[config.mk]
export PLATFORM = sky130hd
export DESIGN_NAME = gray_counter
export DESIGN_NICKNAME = d
export VERILOG_FILES = /design/src/rtl/gray_counter.sv
export SDC_FILE = /design/constraint.sdc
export NUM_CORES = 1
export LEC_CHECK = 0
export ABC_AREA = 1
export BUFFER_PORTS_ARGS = -buffer_cell sky130_fd_sc_hd__buf_2
export CELL_PAD_IN_SITES_DETAIL_PLACEMENT = 0
export CELL_PAD_IN_SITES_GLOBAL_PLACEMENT = 1
export CORE_MARGIN = 8
export CORE_UTILIZATION = 34
export DETAILED_ROUTE_END_ITERATION = 7
export PLACE_DENSITY = 0.89
export SLEW_MARGIN = 15
export SYNTH_ARGS = -nofsm -noshare
export SYNTH_HDL_FRONTEND = slang
export SYNTH_SLANG_ARGS = --single-unit
[constraint.sdc]
create_clock -name clk -period 4.57 [get_ports clk]
set_input_delay 0.457 -clock clk [delete_from_list [all_inputs] [get_ports clk]]
set_output_delay 0.457 -clock clk [all_outputs]
set_load 0.02 [all_outputs]
[src/rtl/gray_counter.sv]
// rtl/gray_counter.sv - up/down binary counter with registered Gray-code output and wrap pulse
//
// Purpose: WIDTH-bit unsigned modulo counter with synchronous load. The binary
// count, its Gray encoding and a one-cycle terminal-count pulse are all
// registered on the same rising edge.
//
// Ports:
//   clk       - single clock, all state updates on its rising edge
//   rst       - asynchronous active-high reset, clears all outputs
//   en        - count enable, one step per edge while high
//   dir       - count direction, 1 = up, 0 = down
//   load      - synchronous load strobe, beats en
//   load_val  - binary value taken on load
//   bin_out   - registered binary count
//   gray_out  - registered Gray encoding of bin_out
//   tc        - registered one-cycle pulse after an enabled step that wraps
module gray_counter #(
  parameter int WIDTH = 4
) (
  input  logic             clk,
  input  logic             rst,
  input  logic             en,
  input  logic             dir,
  input  logic             load,
  input  logic [WIDTH-1:0] load_val,
  output logic [WIDTH-1:0] bin_out,
  output logic [WIDTH-1:0] gray_out,
  output logic             tc
);

  logic [WIDTH-1:0] bin_q, bin_d;
  logic [WIDTH-1:0] gray_q, gray_d;
  logic             tc_q, tc_d;

  always_comb begin
    bin_d = bin_q;
    tc_d  = 1'b0;
    if (load) begin
      bin_d = load_val;
    end else if (en) begin
      if (dir) begin
        bin_d = bin_q + 1'b1;
        tc_d  = &bin_q;   // all-ones -> 0
      end else begin
        bin_d = bin_q - 1'b1;
        tc_d  = ~|bin_q;  // 0 -> all-ones
      end
    end
    // Gray is derived from the next binary value so both registers agree every cycle.
    gray_d = bin_d ^ (bin_d >> 1);
  end

  always_ff @(posedge clk or posedge rst) begin
    if (rst) begin
      bin_q  <= '0;
      gray_q <= '0;
      tc_q   <= 1'b0;
    end else begin
      bin_q  <= bin_d;
      gray_q <= gray_d;
      tc_q   <= tc_d;
    end
  end

  assign bin_out  = bin_q;
  assign gray_out = gray_q;
  assign tc       = tc_q;

endmodule
==> impl_summary.md, run 1 <==
Clock network
After clock tree synthesis, the flow added hold-fix buffers numbering 0. Once the clock tree was built, the setup fixing pass inserted 0 buffers. In this run, CTS created clock tree buffers numbering 3. The number of H-tree levels is 1. The clock transition at the registers of the reported paths is 0.05 ns. The clock net in this run drives a total of 8 sinks. The library cell used as clock root buffer is sky130_fd_sc_hd__clkbuf_4. The number of gates resized after CTS was 0. The insertion delay to the later sink of the worst-skew pair is 0.25 ns. Counting along the longest clock path gives a buffer depth of 2.

The clock tree from TritonCTS is yes.

Power
The switching power is between 0.07 and 0.08 mW. The internal power component is 0.140 mW. The fraction of power consumed by combinational cells is 0.349. The share of total power dissipated in sequential elements is 0.413. Of the total power, the share spent switching nets is 0.359. Power spread over the standard cell area amounts to 359 nW/um2.

The peak ir drop on the vdd network is roughly 0.16 mV. In this run the static leakage power is ~0.35 nW. The part of the total power dissipated in the clock network is 0.238.

STA
The peak clock frequency supported by timing is ~640 MHz. Setup repair after global routing left no endpoint under its margin. The count of final max-slew check failures came to 0. For the final database, setup skew stands at approximately 0.0026 ns. In the post-route analysis, the smallest setup slack over all paths is 3.01 ns. Setup total negative slack on the finished layout was measured at 0 ns.

The transition time at the pin with the least slew margin is 0.297 ns. The routed design could run at a clock period as short as 1.56 ns. The part of the cycle the worst path needs is 0.340.

The worst pin sits at a relative slew slack of 0.802. The tightest hold path in the finished design has a slack of roughly 0.14 ns. Setup violations remaining at the end of the flow were counted as 0.

The number of failing hold endpoints at the final stage is 0.

Global route
The number of antenna violations at the first check in global routing is 0. The number of global-route vias before repair is 426. The first global-routing pass estimated 1.84 mm of wire.

The largest net degree at the start of global routing is 9. In the global route stage, overall resource usage came out at 0.0848. The final global-route overflow total is 0.

Layout
The layout has approximately 150 filler cells. 0 antenna diodes ended up in the layout. Compared with the post-synthesis result, the final layout area differs by 24.2%. At the end of the flow, the number of nets in the layout was 96. The utilization after layout is 0.458. The share of final-layout standard cells stronger than drive strength 1 is 0.329.

Worst setup path
The slowest stage of the critical path belongs to the cell sky130_fd_sc_hd__fa_1. The slack of the worst reg-to-reg path is 3.01 ns. The reg-to-reg startpoint is bin_out[0]. Along the worst path, the maximum fanout reaches 6. The critical path class is reg -> reg. In this run the critical register-to-register path is captured at gray_out[1]. The worst reg2reg path depth is 6. On the worst path, the slowest cell contributes a delay of around 0.53 ns.

Walking the worst path, the cells encountered are fa_1 > nand2_1 > nand2_1 > nand2_1 > o21a_2 > xor2_1. STA classifies the critical path startpoint as a flop. STA classifies the critical path endpoint as a flop. At the worst endpoint, the required time is 4.69 ns.

By instance count, the cell type seen most on the critical path is sky130_fd_sc_hd__nand2_1. STA puts the critical path data arrival time at 1.68 ns.

Synthesis
The synthesized cell area is 492 um2. The top cell type by total area after synthesis is sky130_fd_sc_hd__dfrtp_1. The Yosys warning count is 0.

The sequential area share after synthesis is 0.407. The number of distinct standard cells referenced by the synthesized netlist is 18. In this run, synthesis inferred 0 flip-flops with an integrated enable. The post-synthesis cell count is 63. Counting every net in the synthesized netlist gives 75. The per-instance average area after synthesis is ~7.8 um2. The number of synthesized register bits is 8. Sorting the synthesized cells by area gives the leading types as sky130_fd_sc_hd__dfrtp_1, sky130_fd_sc_hd__nand2_1, sky130_fd_sc_hd__inv_1. Among all flip-flop cells after synthesis, the most frequent one is sky130_fd_sc_hd__dfrtp_1.

The async set-or-reset flop fraction in the synthesized netlist is 1.00. The proportion of netlist area held by the largest area contributor is 0.407.

Drt
The detailed router placed 426 vias in this run. The total wire length is 1.09 mm. For this run, the detailed router's first-pass iteration total came to 4.

In the routed design, unresolved DRC markers number 0. Dividing the detail-routed via count by the number of cells gives 4.39. The detailed router's first-iteration violation count is 6. The number of nets with antenna violations after detailed routing is 0.

Dividing the detail-routed wire length by the instance count gives 11.2 um.

Floorplanning
The die covers 2920 um2. Row generation in the floorplan step produced 13 rows. The count of boundary I/O pins is 18. The vertical extent of the die is 54.0 um. The standard cell core area is 1330 um2.

For this configuration, the core starts out at a cell density of 0.369. The die outline width is 54.0 um.

Worst hold path
In this run the worst hold path is classified as in -> async.

Run status
The run finished with clean final reports.

Placed design
In this run the tool buffered the top-level ports with 17 buffer cells. The half-perimeter wire length after detailed placement is 895 um. At the end of routability-driven placement, the weighted congestion stood at between 0.7 and 0.8. Timing analysis after detailed placement gives a worst setup slack of 2.80 ns.

Flow run
Max-cap violations in this run came to 0.
==> power groups by stage <==
stage                     sequential (mW)  combinational, mW  clock (mW)
final                              0.0904             0.0766      0.0522
after global routing               0.0924             0.0866      0.0585
after CTS                          0.0905             0.0782      0.0553
after detailed placement           0.0918             0.0777           0
after global placement             0.0921             0.0762           0
after floorplan                     0.105             0.0403           0
==> kinds of logic (layout without fill, tap and decap cells) <==
group | after synthesis | after routing | share of synthesized area
AO/OA/AOI/OAI | 9 | 9 | 0.107
AND/OR/NAND/NOR | 28 | 28 | 0.242
flip-flops | 8 | 8 | 0.407
XOR/XNOR | 3 | 3 | 0.0534
adder cells (fa/ha/maj) | 3 | 3 | 0.0916
buffers and inverters | 12 | 31 | 0.0992
==> layer usage <==
layer  GRT usage  share of wire  vias up
li1            -              -      234
met1       0.102           0.46      181
met2       0.124           0.45        9
met3      0.0275          0.071        2
met4      0.0615          0.015        0
met5           0              0        -
==> placed cells by master, fill, tap and decap left out, drive strengths merged <==
cell type,count
or2,2
buf,17
nand2,18
nor2,4
o21ai,3
ha,2
a21oi,5
fa,1
inv,11
nand3,3
dfrtp,8
xnor2,1
xor2,2
o21a,1
nor4,1
clkbuf,3
==> state kept, by name, summed over array words and instances, names as in the netlist <==
name	cells
gray_out	3
tc	1
bin_out	4
==> per-stage QoR <==
stage	total power, mW	area, um2	cells
6_report	0.219	611	97
5_1_grt	0.237	611	97
4_1_cts	0.224	611	97
3_5_place_dp	0.169	588	94
3_3_place_gp	0.168	588	94
2_1_floorplan	0.146	492	63
==> worst max path at each step <==
stage | to | startpoint | cells past startpoint | slack [ns]
2_1_floorplan | gray_out[1] | bin_out[0] | 6 | 3.00
3_3_place_gp | gray_out[2] | dir | 10 | 2.82
3_5_place_dp | gray_out[2] | dir | 10 | 2.80
4_1_cts | gray_out[1] | bin_out[0] | 6 | 3.00
5_1_grt | gray_out[1] | bin_out[0] | 6 | 2.94
6_report | gray_out[1] | bin_out[0] | 6 | 3.01
==> Yosys cell counts (all sizes together) (2+ instances only) <==
cell	count
a21oi	5
dfrtp	8
ha	2
inv	11
nand2	18
nand3	3
nor2	4
o21ai	3
or2	2
xor2	2
==> cell type report <==
class,instances,area [um2],area share
inverter,11,41.3,0.0676
clock buffer,3,22.5,0.0369
sequential,8,200,0.328
tap,15,18.8,0.0307
timing repair buffer,17,85.1,0.139
multi-input combinational,43,243,0.398
==> worst max-delay path: cells and delay by family (launching register included) <==
family / cells / cell delay, ns
fa+ha+maj: 1 / 0.53
flops: 1 / 0.44
compound gates: 1 / 0.14
simple gates: 3 / 0.16
xor+xnor: 1 / 0.16
Power figures use the tool's default switching activity.
==> run 2: changes to the inputs <==
- CORE_UTILIZATION: 34 -> 29
- PLACE_DENSITY: 0.89 -> 0.82
- clock period: 4.57 -> 1.3 ns (I/O delays scaled with it)
==> run 2 against run 1 <==
The run now ends with negative setup slack left; clock power increased to 3.7 times the previous value; sequential cell count unchanged; clock-buffer cell count increased by 1.
==> impl_summary.md, run 2 (synthesis gave the netlist of run 1 again) <==
Run status
Result of the run: complete, but fails checks (was completed). The checks that failed: negative setup slack.

Worst setup path
The data required time of the critical path came to 1.42 ns (was 4.69 ns). The slack of the worst reg-to-reg path was -0.18 ns (was 3.01 ns). The data arrival time of the critical path came to 1.61 ns (was 1.68 ns). The capturing element type of the critical path is a flop (unchanged).

The worst reg2reg path depth came to 6 (unchanged). The largest driver fanout on the critical path is 3 (was 6). The start point of the critical path was bin_out[0] (unchanged).

The critical path class is reg -> reg (unchanged). The reg-to-reg startpoint is bin_out[0] (unchanged). The capturing point of the worst reg2reg path is gray_out[1] (unchanged). The startpoint type of the worst setup path is a flop (unchanged).

Power
The switching power is 0.297 mW (was 0.0788 mW). The share of total power consumed by net switching is 0.346 (was 0.359). The post-layout total power is 0.859 mW (was 0.219 mW). The sequential group share of total power is 0.364 (was 0.413). The leakage power figure is 0.393 nW (was 0.349 nW).

The peak ir drop on the vdd network is 0.383 mV (was 0.160 mV). The fraction of power consumed by combinational cells was 0.413 (was 0.349). The part of the total power dissipated in the clock network is 0.224 (was 0.238). The internal power component came to 0.562 mW (was 0.140 mW). The cell area power density is 1170 nW/um2 (was 359 nW/um2).

STA
The number of failing hold endpoints at the final stage was 0 (unchanged). The headroom to the max-slew limit is 0.811 (was 0.802). The worst clock skew is 0.00567 ns (was 0.00257 ns).

Unrepaired setup endpoints after global routing: yes (was no). The peak clock frequency supported by timing is 674 MHz (was 643 MHz). The final critical path time including I/O delays and setup was 1.48 ns (was 1.56 ns). The final worst slack came to -0.183 ns (was 3.01 ns). The transition time at the pin with the least slew margin is 0.283 ns (was 0.297 ns).

The count of final max-slew check failures was 0 (unchanged). The final number of setup-violating endpoints is 6 (was 0). The part of the cycle the worst path needs came to 1.14 (was 0.340).

Layout
The utilization after layout is 0.445 (was 0.458). The number of inserted diodes is 0 (unchanged). The storage element area is 204 um2 (was 200 um2).

The number of flip-flops under the largest register name is 4 (unchanged). The number of filler cells placed in the layout is 174 (was 147). The layout overhead on the synthesized area was 49.4% (was 24.2%). Most used cells in the layout excluding fill and tap cells: sky130_fd_sc_hd__buf_2, sky130_fd_sc_hd__nand2_1, sky130_fd_sc_hd__buf_4, sky130_fd_sc_hd__inv_1 (was sky130_fd_sc_hd__nand2_1, sky130_fd_sc_hd__buf_2, sky130_fd_sc_hd__dfrtp_1, sky130_fd_sc_hd__inv_1, sky130_fd_sc_hd__a21oi_1).

The post-layout instance area was 734 um2 (was 611 um2). The multi-input gate area in the final layout was 283 um2 (was 243 um2). Leaving out fill and tap cells, the most frequent cell in the layout is sky130_fd_sc_hd__buf_2. The share of final-layout standard cells stronger than drive strength 1 is 0.500 (was 0.329). The number of nets in the layout is 105 (was 96).

Drt
The final routed DRC violation total came to 0 (unchanged). The final routed wire length divided by cell count is 10.7 um (was 11.2 um). The detailed-route vias per instance is 4.25 (was 4.39). The number of iterations in the first detailed-routing pass is 4 (unchanged).

The number of nets with antenna violations after detailed routing is 0 (unchanged). The total wire length is 1.16 mm (was 1.09 mm). The detailed router's first-iteration violation count is 3 (was 6). The number of vias in the routed layout came to 463 (was 426).

Worst hold path
The beginning of the worst hold path is load. The class of the tightest hold or removal check is in -> reg (was in -> async). The worst hold path passes through 2 cells. The end point of the most critical hold path is tc.

Clock network
The number of sinks handled by clock tree synthesis is 8 (unchanged). The clock tree from TritonCTS is yes (unchanged). The insertion delay to the later sink of the worst-skew pair is 0.24 ns (was 0.25 ns). The library cell used as clock root buffer is sky130_fd_sc_hd__clkbuf_4 (unchanged).

The maximum count of clock buffers along a single path is 2 (unchanged). The clock transition at the registers of the reported paths is 0.05 ns (about the same). The number of H-tree levels was 1 (unchanged). The number of buffers inserted during clock tree synthesis is 3 (unchanged).

Floorplanning
The initial cell density of the core is 0.298 (was 0.369). The overall die area is 3270 um2 (was 2920 um2). The standard cell core area is 1650 um2 (was 1330 um2). The vertical extent of the die is 57.2 um (was 54.0 um). The count of boundary I/O pins is 18 (unchanged). The die outline width came to 57.2 um (was 54.0 um). The placement row count is 15 (was 13).

Placed design
The half-perimeter wire length after detailed placement is 1.01 mm (was 895 um). The count of input and output buffers is 17 (unchanged). The last weighted congestion value of the routability-driven placer is 0.765 (was 0.760). The placed instance area is 659 um2 (was 588 um2).

Global route
The number of global-route vias before repair is 491 (was 426). The number of antenna violations at the first check in global routing is 0 (unchanged). The first-pass GRT wire length is 1.97 mm (was 1.84 mm).

The largest net degree at the start of global routing is 9 (unchanged). The total track usage came to 0.0735 (was 0.0848). The final global-route overflow total came to 0 (unchanged).

Flow run
The count of max-cap constraint violations is 0 (unchanged).
==> run 2: cell count changes in the layout (fill, tap and decap cells not counted), moves of 2 or more <==
cell | before | now
sky130_fd_sc_hd__ha_4 | 0 | 2
sky130_fd_sc_hd__buf_4 | 0 | 7
sky130_fd_sc_hd__nand2_1 | 17 | 14
sky130_fd_sc_hd__dfrtp_2 | 0 | 3
sky130_fd_sc_hd__ha_1 | 2 | 0
sky130_fd_sc_hd__dfrtp_1 | 8 | 5
sky130_fd_sc_hd__nand2_2 | 1 | 4
==> run 2: layout make-up <==
type,instances,share of cell area
clock buffers,4,0.0358
inverters,11,0.0562
multi-input cells,43,0.385
flip-flops and latches,8,0.278
well taps,17,0.0290
repair buffers,26,0.216
==> run 2: repair_timing <==
item | 4_1_cts | 5_1_grt
buffers inserted | 0 | 1
pin swaps | 3 | 10
hold buffers | 1 | 0
setup endpoints to repair | 6 | 6
endpoints found under the hold margin | 8 | 0
resized for setup | 0 | 8
==> run 2: metrics by stage <==
step	std cells	TNS (ns)	worst slack (ns)	hold WS (ns)
2_1_floorplan	63	-0.761	-0.226	-0.0545
3_3_place_gp	103	-0.550	-0.169	0.0726
3_5_place_dp	103	-0.695	-0.192	0.0795
4_1_cts	108	-0.757	-0.193	0.0990
5_1_grt	109	-1.25	-0.272	0.0987
6_report	109	-0.696	-0.183	0.102
==> run 2: worst max-delay path by stage <==
stage / end / slack [ns] / depth (start not counted)
after CTS: gray_out[1] / -0.19 / 6
after detailed placement: gray_out[1] / -0.19 / 6
after global routing: gray_out[2] / -0.27 / 11
after global placement: gray_out[1] / -0.17 / 6
after floorplan: gray_out[1] / -0.23 / 6
final: gray_out[1] / -0.18 / 6
==> run 2: per-layer routing <==
layer / routed length [um] / global-route usage / vias up
met2: 627 / 0.126 / 10
met3: 51 / 0.0222 / 0
met1: 483 / 0.0781 / 200
li1: - / - / 253
met5: 0 / 0 / -
met4: 0 / 0.0403 / 0
==> run 2: power by group through the flow <==
stage | logic [mW] | registers, mW | clock network [mW]
global placement | 0.321 | 0.315 | 0
floorplan | 0.146 | 0.374 | 0
detailed placement | 0.327 | 0.317 | 0
finish | 0.354 | 0.312 | 0.192
global route | 0.399 | 0.316 | 0.211
CTS | 0.331 | 0.313 | 0.199
==> run 2: critical path: stages, from the launching register on <==
cell	delay, ns
sky130_fd_sc_hd__dfrtp_2	0.41
sky130_fd_sc_hd__fa_1	0.50
sky130_fd_sc_hd__nand2_1	0.05
sky130_fd_sc_hd__nand2_1	0.05
sky130_fd_sc_hd__nand2_1	0.04
sky130_fd_sc_hd__o21a_2	0.14
sky130_fd_sc_hd__xor2_1	0.16
